<file path="config.mk">
export PLATFORM = sky130hd
export DESIGN_NAME = dz_count_ctrl
export DESIGN_NICKNAME = d
export VERILOG_FILES = /design/src/rtl/count_game_pkg.sv /design/src/rtl/btn_edge_sync.sv /design/src/rtl/dz_count_ctrl.sv
export SDC_FILE = /design/constraint.sdc
export NUM_CORES = 1
export LEC_CHECK = 0
export CAP_MARGIN = 20
export CORE_MARGIN = 1.5
export CORE_UTILIZATION = 40
export CTS_CLUSTER_SIZE = 8
export DETAILED_ROUTE_END_ITERATION = 8
export SYNTH_ARGS = -nofsm -noshare
export SYNTH_HDL_FRONTEND = slang
export SYNTH_SLANG_ARGS = --single-unit
</file>
<file path="constraint.sdc">
create_clock -name clk -period 1.7 [get_ports clk]
set_input_delay 0.17 -clock clk [delete_from_list [all_inputs] [get_ports clk]]
set_output_delay 0.17 -clock clk [all_outputs]
set_load 0.02 [all_outputs]
</file>
<file path="src/rtl/count_game_pkg.sv">
// Shared types and default timing constants for the count_game countdown controller.
package count_game_pkg;

  typedef enum logic [1:0] {
    IDLE  = 2'd0,
    RUN   = 2'd1,
    PAUSE = 2'd2,
    DONE  = 2'd3
  } state_e;

  localparam int TICK_DIV_DEF  = 1000;
  localparam int START_VAL_DEF = 7;
  localparam int BLINK_DIV_DEF = 250;

  // Counter width able to hold 0..n-1, never narrower than one bit.
  function automatic int cnt_w(input int n);
    return (n > 1) ? $clog2(n) : 1;
  endfunction

endpackage

</file>
<file path="src/rtl/btn_edge_sync.sv">
// Two-flop synchronizer for a raw button followed by a registered rising-edge pulse.
module btn_edge_sync
  import count_game_pkg::*;
(
  input  logic clk,
  input  logic rst,
  input  logic btn_raw,
  output logic pulse
);

  logic s1_q, s2_q, s3_q;
  logic pulse_d, pulse_q;

  always_comb pulse_d = s2_q & ~s3_q;

  always_ff @(posedge clk or posedge rst) begin
    if (rst) begin
      s1_q    <= 1'b0;
      s2_q    <= 1'b0;
      s3_q    <= 1'b0;
      pulse_q <= 1'b0;
    end else begin
      s1_q    <= btn_raw;
      s2_q    <= s1_q;
      s3_q    <= s2_q;
      pulse_q <= pulse_d;
    end
  end

  assign pulse = pulse_q;

endmodule

</file>
<file path="src/rtl/dz_count_ctrl.sv">
// Countdown sequencer feeding the dot-matrix driver: digit code num, blank/blink enable st.
module dz_count_ctrl
  import count_game_pkg::*;
#(
  parameter int TICK_DIV  = TICK_DIV_DEF,
  parameter int START_VAL = START_VAL_DEF,
  parameter int BLINK_DIV = BLINK_DIV_DEF
) (
  input  logic       clk,
  input  logic       rst,
  input  logic       start_btn,
  input  logic       pause_btn,
  output logic [2:0] num,
  output logic       st,
  output logic       done,
  output logic       running
);

  localparam int PW = cnt_w(TICK_DIV);
  localparam int BW = cnt_w(BLINK_DIV);
  localparam logic [PW-1:0] PRESC_MAX = PW'(TICK_DIV - 1);
  localparam logic [BW-1:0] BLINK_MAX = BW'(BLINK_DIV - 1);
  localparam logic [2:0]    START_NUM = 3'(START_VAL);

  logic start_p, pause_p;

  btn_edge_sync u_start_sync (
    .clk     (clk),
    .rst     (rst),
    .btn_raw (start_btn),
    .pulse   (start_p)
  );

  btn_edge_sync u_pause_sync (
    .clk     (clk),
    .rst     (rst),
    .btn_raw (pause_btn),
    .pulse   (pause_p)
  );

  state_e          state_q, state_d;
  logic [2:0]      num_q, num_d;
  logic            st_q, st_d;
  logic            done_q, done_d;
  logic            running_q, running_d;
  logic [PW-1:0]   presc_q, presc_d;
  logic [BW-1:0]   blink_q, blink_d;
  logic            tick;

  always_comb begin
    state_d   = state_q;
    num_d     = num_q;
    st_d      = st_q;
    done_d    = done_q;
    running_d = running_q;
    presc_d   = presc_q;
    blink_d   = blink_q;
    tick      = (state_q == RUN) && (presc_q == PRESC_MAX);

    // start wins over pause and over a coincident tick in every state
    if (start_p) begin
      state_d   = RUN;
      num_d     = START_NUM;
      st_d      = 1'b1;
      done_d    = 1'b0;
      running_d = 1'b1;
      presc_d   = '0;
      blink_d   = '0;
    end else begin
      case (state_q)
        IDLE: begin
        end
        RUN: begin
          presc_d = tick ? '0 : presc_q + PW'(1);
          if (tick && (num_q == 3'd1)) begin
            state_d   = DONE;
            num_d     = 3'd0;
            done_d    = 1'b1;
            running_d = 1'b0;
            st_d      = 1'b1;
            blink_d   = '0;
          end else begin
            if (tick) num_d = num_q - 3'd1;
            if (pause_p) begin
              state_d   = PAUSE;
              running_d = 1'b0;
            end
          end
        end
        PAUSE: begin
          if (pause_p) begin
            state_d   = RUN;
            running_d = 1'b1;
          end
        end
        DONE: begin
          if (blink_q == BLINK_MAX) begin
            blink_d = '0;
            st_d    = ~st_q;
          end else begin
            blink_d = blink_q + BW'(1);
          end
        end
      endcase
    end
  end

  always_ff @(posedge clk or posedge rst) begin
    if (rst) begin
      state_q   <= IDLE;
      num_q     <= 3'd0;
      st_q      <= 1'b0;
      done_q    <= 1'b0;
      running_q <= 1'b0;
      presc_q   <= '0;
      blink_q   <= '0;
    end else begin
      state_q   <= state_d;
      num_q     <= num_d;
      st_q      <= st_d;
      done_q    <= done_d;
      running_q <= running_d;
      presc_q   <= presc_d;
      blink_q   <= blink_d;
    end
  end

  assign num     = num_q;
  assign st      = st_q;
  assign done    = done_q;
  assign running = running_q;

endmodule

</file>
**After elaboration in Yosys (flattened, before gate mapping)**

Index checks and enable logic that the tools add are counted.

- $add $sub $neg: 3
- Equal/unequal tests: 10
- Muxes and demuxes: 27
- Bitwise logic cells: 5
- Reductions and logical operators: 12

Operator list:

| cell | number |
|---|---|
| 2-to-1 mux 10 bit | 3 |
| 2-to-1 mux 8 bit | 3 |
| case mux 8 bit (2 select lines) | 1 |
| 2-to-1 mux 3 bit | 4 |
| adder 10 x 1 -> 10 bit (second input constant) | 1 |
| == test 10 bit (second input constant) | 1 |
| 2-to-1 mux 1 bit | 9 |
| nonzero test 3 bit | 3 |
| adder 8 x 1 -> 8 bit (second input constant) | 1 |
| == test 8 bit (second input constant) | 1 |
| 2-to-1 mux 2 bit | 4 |
| inequality test 3 x 1 -> 1 bit (second input constant) | 2 |
| AND reduction 2 bit | 3 |
| AND reduction 3 bit | 2 |
| == test 2 bit (second input constant) | 2 |
| inequality test 4 x 1 -> 1 bit (second input constant) | 1 |
| case mux 1 bit (2 select lines) | 2 |
| case mux 2 bit (2 select lines) | 1 |
| nonzero test 2 bit | 2 |
| == test 3 x 1 -> 1 bit (second input constant) | 1 |
| inequality test 3 x 2 -> 1 bit (second input constant) | 1 |
| inverter 1 bit | 3 |
| subtractor 3 x 1 -> 3 bit (second input constant) | 1 |
| AND 1 bit | 2 |
| other kinds (2) | 3 |

- Bits in registers: 34
- Input bits: 4
- Word-level logic and storage cells: 72

**Longest topological paths before layout**

Gate-level depths: netlist of run 1.

- Depth after elaboration: 6
- Depth in mapped cells: 8
- Gate-level depth less buffers: 6

**Modules after synthesis**

A second synthesis of run 1 with hierarchy kept.

- Cell total of the unflattened synthesis: 156
- Area total of the unflattened synthesis: 1,719.1 µm²

By module, submodules not included:

| module | instances | cells each | area an instance (µm²) | sequential area each (µm²) |
|---|---|---|---|---|
| dz_count_ctrl | 1 | 144 | 1,483.9 | 650.6 |
| btn_edge_sync | 2 | 6 | 117.6 | 100.1 |

**Worst setup path after synthesis of run 1**

Ideal clock, no wire load.

- Kind: reg-to-reg
- Start point: register state_q[1]
- End point: register blink_q[1]
- Arrival time: 1.650 ns
- Required time: 1.575 ns
- Path slack: -0.074 ns
- Cell stages (with the launch flop): 8
- Path buffers: 1
- Clock period less this slack: 1.774 ns
- Cell sequence: dfrtp_1 -> inv_1 -> ha_1 -> buf_2 -> and2_1 -> and4_4 -> nor3_2 -> mux2_2

- Word-level cells in the longest chain between the ends: 5
- Elaborated cells on any way between the ends: 9

Ends and longest elaborated chain:

| what | RTL line | RTL |
|---|---|---|
| from (decl) | dz_count_ctrl.sv:41 | `state_e state_q, state_d;` |
| from (signal assigned) | dz_count_ctrl.sv:118 | `state_q <= state_d;` |
| == test 2 x 1 -> 1 bit | dz_count_ctrl.sv:58, dz_count_ctrl.sv:70 |  |
| logical AND 1 bit | dz_count_ctrl.sv:58 | `tick = (state_q == RUN) && (presc_q == PRESC_MAX);` |
| logical AND 1 bit | dz_count_ctrl.sv:75 | `if (tick && (num_q == 3'd1)) begin` |
| inequality test 3 x 1 -> 1 bit (no line) | -- |  |
| AND reduction 2 bit (no line) | -- |  |
| to (signal assigned) | dz_count_ctrl.sv:124 | `blink_q <= blink_d;` |
| to (decl) | dz_count_ctrl.sv:47 | `logic [BW-1:0] blink_q, blink_d;` |

Several ways; a longest one is shown, not always the timed one.
A chain may end at the register's enable or synchronous reset.

**Final worst setup path of run 1**

- Start point: register blink_q[1]
- End point: register blink_q[5]

- Word-level cells in the longest chain between the ends: 4
- Elaborated cells on any way between the ends: 5

Ends and longest elaborated chain:

| what | RTL line | RTL |
|---|---|---|
| adder 8 x 1 -> 8 bit or == test 8 bit (tied branches) | dz_count_ctrl.sv:101, dz_count_ctrl.sv:97 |  |
| 2-to-1 mux 8 bit * | dz_count_ctrl.sv:97 | `if (blink_q == BLINK_MAX) begin` |
| case mux 8 bit (2 select lines) * | dz_count_ctrl.sv:70 | `case (state_q)` |
| 2-to-1 mux 8 bit * | dz_count_ctrl.sv:61 | `if (start_p) begin` |

Mark *: on every way between the ends. The rest lies on a longest branch, timed or not.

==> results of run 1 <==
per-layer routing:
layer  share of wire [%]  GRT usage, %  vias up
li1                    -             -      613
met1                  46         21.04      650
met2                  49         26.46       25
met3                 3.9         5.757        6
met4                 1.5         6.250        0
met5                   0             0        -
logic make-up after synthesis:
| logic type | after synthesis | synth area share (%) |
|---|---|---|
| adders and majority gates | 8 | 5.861 |
| DFF | 34 | 49.82 |
| xor gates and xnor gates | 10 | 5.128 |
| and+or+nand+nor | 63 | 20.00 |
| muxes | 3 | 1.905 |
| buffers and inverters | 13 | 3.370 |
| AOI/OAI and AO/OA | 28 | 13.92 |
where the power goes:
part | internal, mW | switching, mW | total [mW]
clock network | 0.327 | 0.287 | 0.614
registers | 0.904 | 0.110 | 1.01
logic | 0.401 | 0.450 | 0.851
total | 1.63 | 0.847 | 2.48
cell usage in the layout, fill, tap and decap left out, drive strengths merged, types with 2 or more instances in the layout:
cell	Yosys	final
nand2b	7	7
o31ai	1	2
ha	8	8
a211o	2	2
a22o	5	5
a21oi	5	5
and3	6	6
inv	8	8
nand2	5	5
o32ai	5	5
clkbuf	2	7
buf	3	10
nand3	3	3
xor2	4	4
nor2	20	20
clkdlybuf4s50	0	9
xnor2	6	6
and4	1	2
nor3	3	3
nand4	4	4
nor2b	9	9
mux2	2	2
and4b	2	2
dfrtp	34	34
per-stage QoR:
step                      total power, mW  setup TNS [ns]  instance area [µm²]  worst slack [ns]
after floorplan                     1.541        -0.01498                 1719          -0.01498
after global placement              1.718               0                 1909           0.01698
after detailed placement            1.758         -0.2500                 1909          -0.07374
after CTS                           2.399       -0.003330                 2034         -0.003330
after global routing                2.660         -0.1106                 2121          -0.03782
final                               2.480               0                 2121           0.03231
critical path: stages (launching register included):
cell and delay (ns):
dfrtp_1 0.42, inv_1 0.07, ha_1 0.13, nand2_1 0.13
o31ai_4 0.39, o32ai_1 0.16, a22o_1 0.25
cell type report:
type | instances | share of cell area [%]
clock buffers | 7 | 4.071
inverters | 8 | 1.416
flip-flops and latches | 34 | 40.12
clock inverters | 1 | 0.2360
well taps | 50 | 2.950
repair buffers | 19 | 7.788
multi-input cells | 114 | 43.42
flip-flops by register name (all words and copies together) (netlist names), 2 cells and up:
signal and count:
state_q 2, presc_q 10, blink_q 8, num 3
path summary, 6_finish.rpt:
path                                    from                 to  slack [ns]  depth (start not counted)
max in group asynchronous                rst             num[2]        1.11                          3
setup / recovery                  blink_q[1]         blink_q[5]        0.03                          6
hold reg to reg            u_start_sync.s1_q  u_start_sync.s2_q        0.35                          0
setup reg to reg                  blink_q[1]         blink_q[5]        0.03                          6
hold / removal                           rst  u_start_sync.s1_q        0.28                          3
min in group clk                   pause_btn  u_pause_sync.s1_q        0.32                          1
repair_timing:
action	4_1_cts	5_1_grt
gates resized for setup	5	13
endpoints found under the setup margin	8	15
gates cloned	1	1
setup buffers	1	0
hold buffers	0	0
pin swaps	2	5
==> impl_metrics.csv, run 1 <==
group,metric,value,unit
synth,syn_nets,171,
floorplan,die_width,68.35,µm
detailed_routing,drtAntennaViolNets,0,
pwr,ir_worst_vdd,688.8,µV
worst_setup_path,setup.worst_path.class,"reg2reg",
timing,whs,0.2818,ns
synth,mappedNetlistArea,0.001708,mm²
detailed_routing,vias,1294,
pwr,cellPowerDensity,1169,mW/mm²
detailed_routing,routed_wl,3.424,mm
synth,synth_top_area_cell,"dfrtp_1",
worst_setup_path,critPathLaunchType,"register",
synth,ys_top_cells_by_count,"dfrtp_1, nor2_1, nor2b_1, ha_1, inv_1",
worst_setup_path,cp.required,1.88,ns
synth,synth_area_leaders,"dfrtp_1, ha_1, nor2_1",
synth,synth_cell_types,41,
finish,seqCellArea,850.8,µm²
clocking,htreeDepth,2,
finish,multiInputGateArea,920.9,µm²
timing,finalHoldViolCount,0,
timing,setup_viol,0,
detailed_routing,vias_per_cell,5.554,
timing,worstMarginPinSlew,0.4363,ns
floorplan,start_util,42.09,%
clocking,cts.clk_slew.worst_paths,0.07,ns
finish,area_delta_synth_final,24.18,%
timing,post-route-period-util,98.10,%
worst_setup_path,worst_ep_arrival_time,1.85,ns
synth,async_flop_share,100.0,%
detailed_routing,drt_first_pass_iters,4,
finish,nNetsFinal,194,
clocking,cts.sinks,34,
floorplan,die-area,0.004671,mm²
synth,synth_edf_count,0,
floorplan,placementRows,23,
clocking,cts_tree,"done",
synth,synth_most_common_cell,"dfrtp_1",
place,gp_congestion,0.8157,
place,port_buffers,9,
finish,fill_cells,353,
detailed_routing,route.detailed.drc,0,
timing,slew-limit-headroom,70.78,%
clocking,insertion_delay,0.29,ns
run_status,outcome,"finished clean",
synth,seq_area_frac_synth,49.82,%
place,dp.cells,222,
finish,diodes,0,
synth,yosysTopAreaCellShare,49.82,%
synth,syn_area_per_cell,10.74,µm²
finish,final_cells,233,
clocking,cts_made_buffers,5,
worst_setup_path,setup.worst_path.end_class,"register",
floorplan,ios,10,
synth,syn_inst,159,
global_route,grt_remaining_overflow,0,
timing,drv_slew,0,
flow_run,maxCapViolCount,0,
global_route,antenna_found_initial,0,
clocking,cts-root-buf,"clkbuf_8",
detailed_routing,drt_iter0_drc,71,
synth,synth_top_flop_cell,"dfrtp_1",
floorplan,die_h,68.35,µm
clocking,cts.path.max_buffers,2,
hold_path,hold_path.class,"in2async",
floorplan,core-area,0.004058,mm²
global_route,grt_usage,16.71,%
finish,final_core_util,52.27,%
global_route,grt_pass1_vias,1248,
global_route,grt_start_max_net_pins,35,
place,dp_hpwl,2.241,mm
synth,ys_warn_count,0,
worst_setup_path,worst-path-max-fanout,5,
timing,rsz0062_at_grt,"true",
finish,drive_above_1_share,20.77,%
timing,finClkSkew,0.009579,ns
timing,fin_crit,1.668,ns
global_route,grt_pass1_wl,5.671,mm
pwr,leakage,0.9577,nW
detailed_routing,wl_per_cell,14.70,µm
timing,fmax,599.6,MHz
synth,ys_ff_latch,34,
Note: power is estimated with default switching activity, not from simulation.
==> run 2, diff against run 1 <==
--- a/config.mk
+++ b/config.mk
@@ -7,9 +7,10 @@
 export LEC_CHECK = 0
 export CAP_MARGIN = 20
 export CORE_MARGIN = 1.5
-export CORE_UTILIZATION = 40
+export CORE_UTILIZATION = 52
 export CTS_CLUSTER_SIZE = 8
 export DETAILED_ROUTE_END_ITERATION = 8
+export PLACE_DENSITY = 0.74
 export SYNTH_ARGS = -nofsm -noshare
 export SYNTH_HDL_FRONTEND = slang
 export SYNTH_SLANG_ARGS = --single-unit
==> run 2 against run 1 <==
  * The run now ends with negative setup slack left
  * Combinational power is 17% higher
  * Critical endpoint unchanged
  * Cell count is 0.86% higher
  * First-iteration DRC count up 15%
  * Routed wire length rose by 9.8%
  * Global-route usage is 5.1 points higher
==> impl_metrics.csv, run 2 (synthesized netlist as in run 1, its figures left out) <==
group,metric,value,unit
finish,final_common_cell,"dfrtp_1",
timing,finalHoldViolCount,0,
worst_setup_path,cp.required,1.99,ns
worst_setup_path,worst_ep_arrival_time,2.01,ns
pwr,ir_worst_vdd,761.7,µV
global_route,antenna_found_initial,0,
worst_setup_path,slowest_stage,"dfrtp_1",
finish,seqCellArea,850.8,µm²
timing,fin_ws,-0.01200,ns
pwr,cellPowerDensity,1199,mW/mm²
timing,fmax,584.1,MHz
clocking,cts_tree,"done",
pwr,sequentialPowerShare,38.2,%
timing,drv_slew,0,
pwr,clockPowerShare,23.5,%
timing,post-route-period-util,100.7,%
floorplan,ios,10,
detailed_routing,drtAntennaViolNets,0,
floorplan,die-area,0.003637,mm²
floorplan,start_util,55.49,%
hold_path,hold_path.class,"in2async",
clocking,cts-root-buf,"clkbuf_4",
worst_setup_path,crit_family,"compound AO/OA/AOI/OAI gates",
clocking,cts.path.max_buffers,2,
finish,largest_register,"presc_q",
floorplan,placementRows,20,
worst_setup_path,setup.worst_path.end_class,"register",
global_route,grt_pass1_wl,5.747,mm
worst_setup_path,critPathLaunchType,"register",
timing,whs,0.2087,ns
worst_setup_path,path_cells,"inv_2, ha_4, and2_4, and4_4, buf_4, o32ai_1, a22o_1",
worst_setup_path,slowest_delay,0.39,ns
clocking,cts.clk_slew.worst_paths,0.11,ns
pwr,swShare,34.52,%
detailed_routing,route.detailed.drc,0,
finish,fill_cells,245,
detailed_routing,wl_per_cell,16.00,µm
global_route,grt_usage,21.82,%
detailed_routing,routed_wl,3.759,mm
run_status,outcome,"complete, but fails checks",
timing,rsz0062_at_grt,"true",
flow_run,maxCapViolCount,0,
floorplan,die_h,60.31,µm
floorplan,core-area,0.003078,mm²
detailed_routing,vias_per_cell,5.668,
pwr,switchingPower,0.8940,mW
finish,largest_reg_flops,10,
clocking,cts_made_buffers,5,
detailed_routing,drt_iter0_drc,82,
worst_setup_path,setup.worst_path.class,"reg2reg",
floorplan,die_width,60.31,µm
finish,area_delta_synth_final,26.45,%
pwr,power.share.combinational,38.3,%
global_route,grt_pass1_vias,1252,
place,port_buffers,9,
finish,drive_above_1_share,25.65,%
finish,nNetsFinal,202,
detailed_routing,drt_first_pass_iters,4,
clocking,htreeDepth,2,
pwr,power.internal,1.696,mW
place,dp_hpwl,2.396,mm
clocking,cts.sinks,34,
timing,setup_viol,1,
worst_setup_path,worst-path-max-fanout,5,
global_route,grt_remaining_overflow,0,
timing,slew-limit-headroom,68.68,%
place,gp_congestion,0.8139,
timing,worstMarginPinSlew,0.4676,ns
pwr,leakage,1.001,nW
global_route,grt_start_max_net_pins,35,
clocking,insertion_delay,0.35,ns
pwr,power,2.590,mW
finish,diodes,0,
finish,multiInputGateArea,893.4,µm²
worst_setup_path,path_buf_inv,2,
finish,layout_common_cells,"dfrtp_1, nor2_1, buf_4, clkdlybuf4s50_1",
detailed_routing,vias,1332,
timing,finClkSkew,0.007349,ns
run_status,violations,"negative setup slack",
timing,fin_crit,1.712,ns
run 2: cell count changes in the layout (fill, tap and decap cells not counted), sizes merged:
cell,before,now
bufinv,0,1
buf,10,20
clkinvlp,0,2
clkbuf,7,5
and4,2,1
o31ai,2,1
clkinv,1,0
run 2: per-layer routing:
layer	track usage [%]	part of all wire, %	vias to the layer above
li1	-	-	623
met1	26.28	42	683
met2	37.11	54	16
met3	5.844	2.6	10
met4	8.571	2.2	0
met5	0	0	-
run 2: power groups by stage:
stage	combinational (mW)	sequential [mW]	clock, mW
floorplan	0.528	1.01	0
global placement	0.734	0.990	0
detailed placement	0.769	1.00	0
CTS	0.794	0.988	0.616
global route	1.08	0.999	0.651
finish	0.993	0.989	0.608
run 2: area by class of cell:
cell class / instances / share of cell area [%]
tap: 44 / 2.549
clock buffer: 5 / 1.738
multi-input combinational: 112 / 41.37
timing repair buffer: 29 / 11.47
inverter: 8 / 1.390
sequential: 34 / 39.40
clock inverter: 3 / 2.086
run 2: timing repair:
item	CTS	global route
hold buffers	0	0
setup endpoints to repair	9	12
gates resized for setup	4	19
hold endpoints to repair	0	0
setup buffers	0	9
pin swaps	2	4
run 2: worst register-to-register path: stages, from the launching register on:
cell     delay [ns]
dfrtp_1        0.39
inv_2          0.07
ha_4           0.17
and2_4         0.17
and4_4         0.21
buf_4          0.16
o32ai_1        0.30
a22o_1         0.18
run 2: per-stage QoR:
stage / TNS (ns) / cell area (µm²) / instances / util, % / worst slack (ns)
after floorplan: -0.01498 / 1719 / 159 / - / -0.01498
after global routing: -0.2185 / 2160 / 235 / 70.16 / -0.04226
after detailed placement: -0.07755 / 1917 / 218 / 62.28 / -0.04719
after global placement: 0 / 1917 / 218 / 62.28 / 0.03030
after CTS: -0.04126 / 2013 / 226 / 65.41 / -0.04126
final: -0.01200 / 2160 / 235 / 70.16 / -0.01200
run 2: path summary, 6_finish.rpt:
check                             startpoint           endpoint  slack [ns]  depth (start not counted)
max                               state_q[1]         blink_q[5]       -0.01                          7
max reg2reg                       state_q[1]         blink_q[5]       -0.01                          7
min                                      rst  u_start_sync.s1_q        0.21                          3
min in group clk                   pause_btn  u_pause_sync.s1_q        0.25                          1
max in group asynchronous                rst         presc_q[2]        1.19                          3
min reg2reg                u_pause_sync.s1_q  u_pause_sync.s2_q        0.37                          0
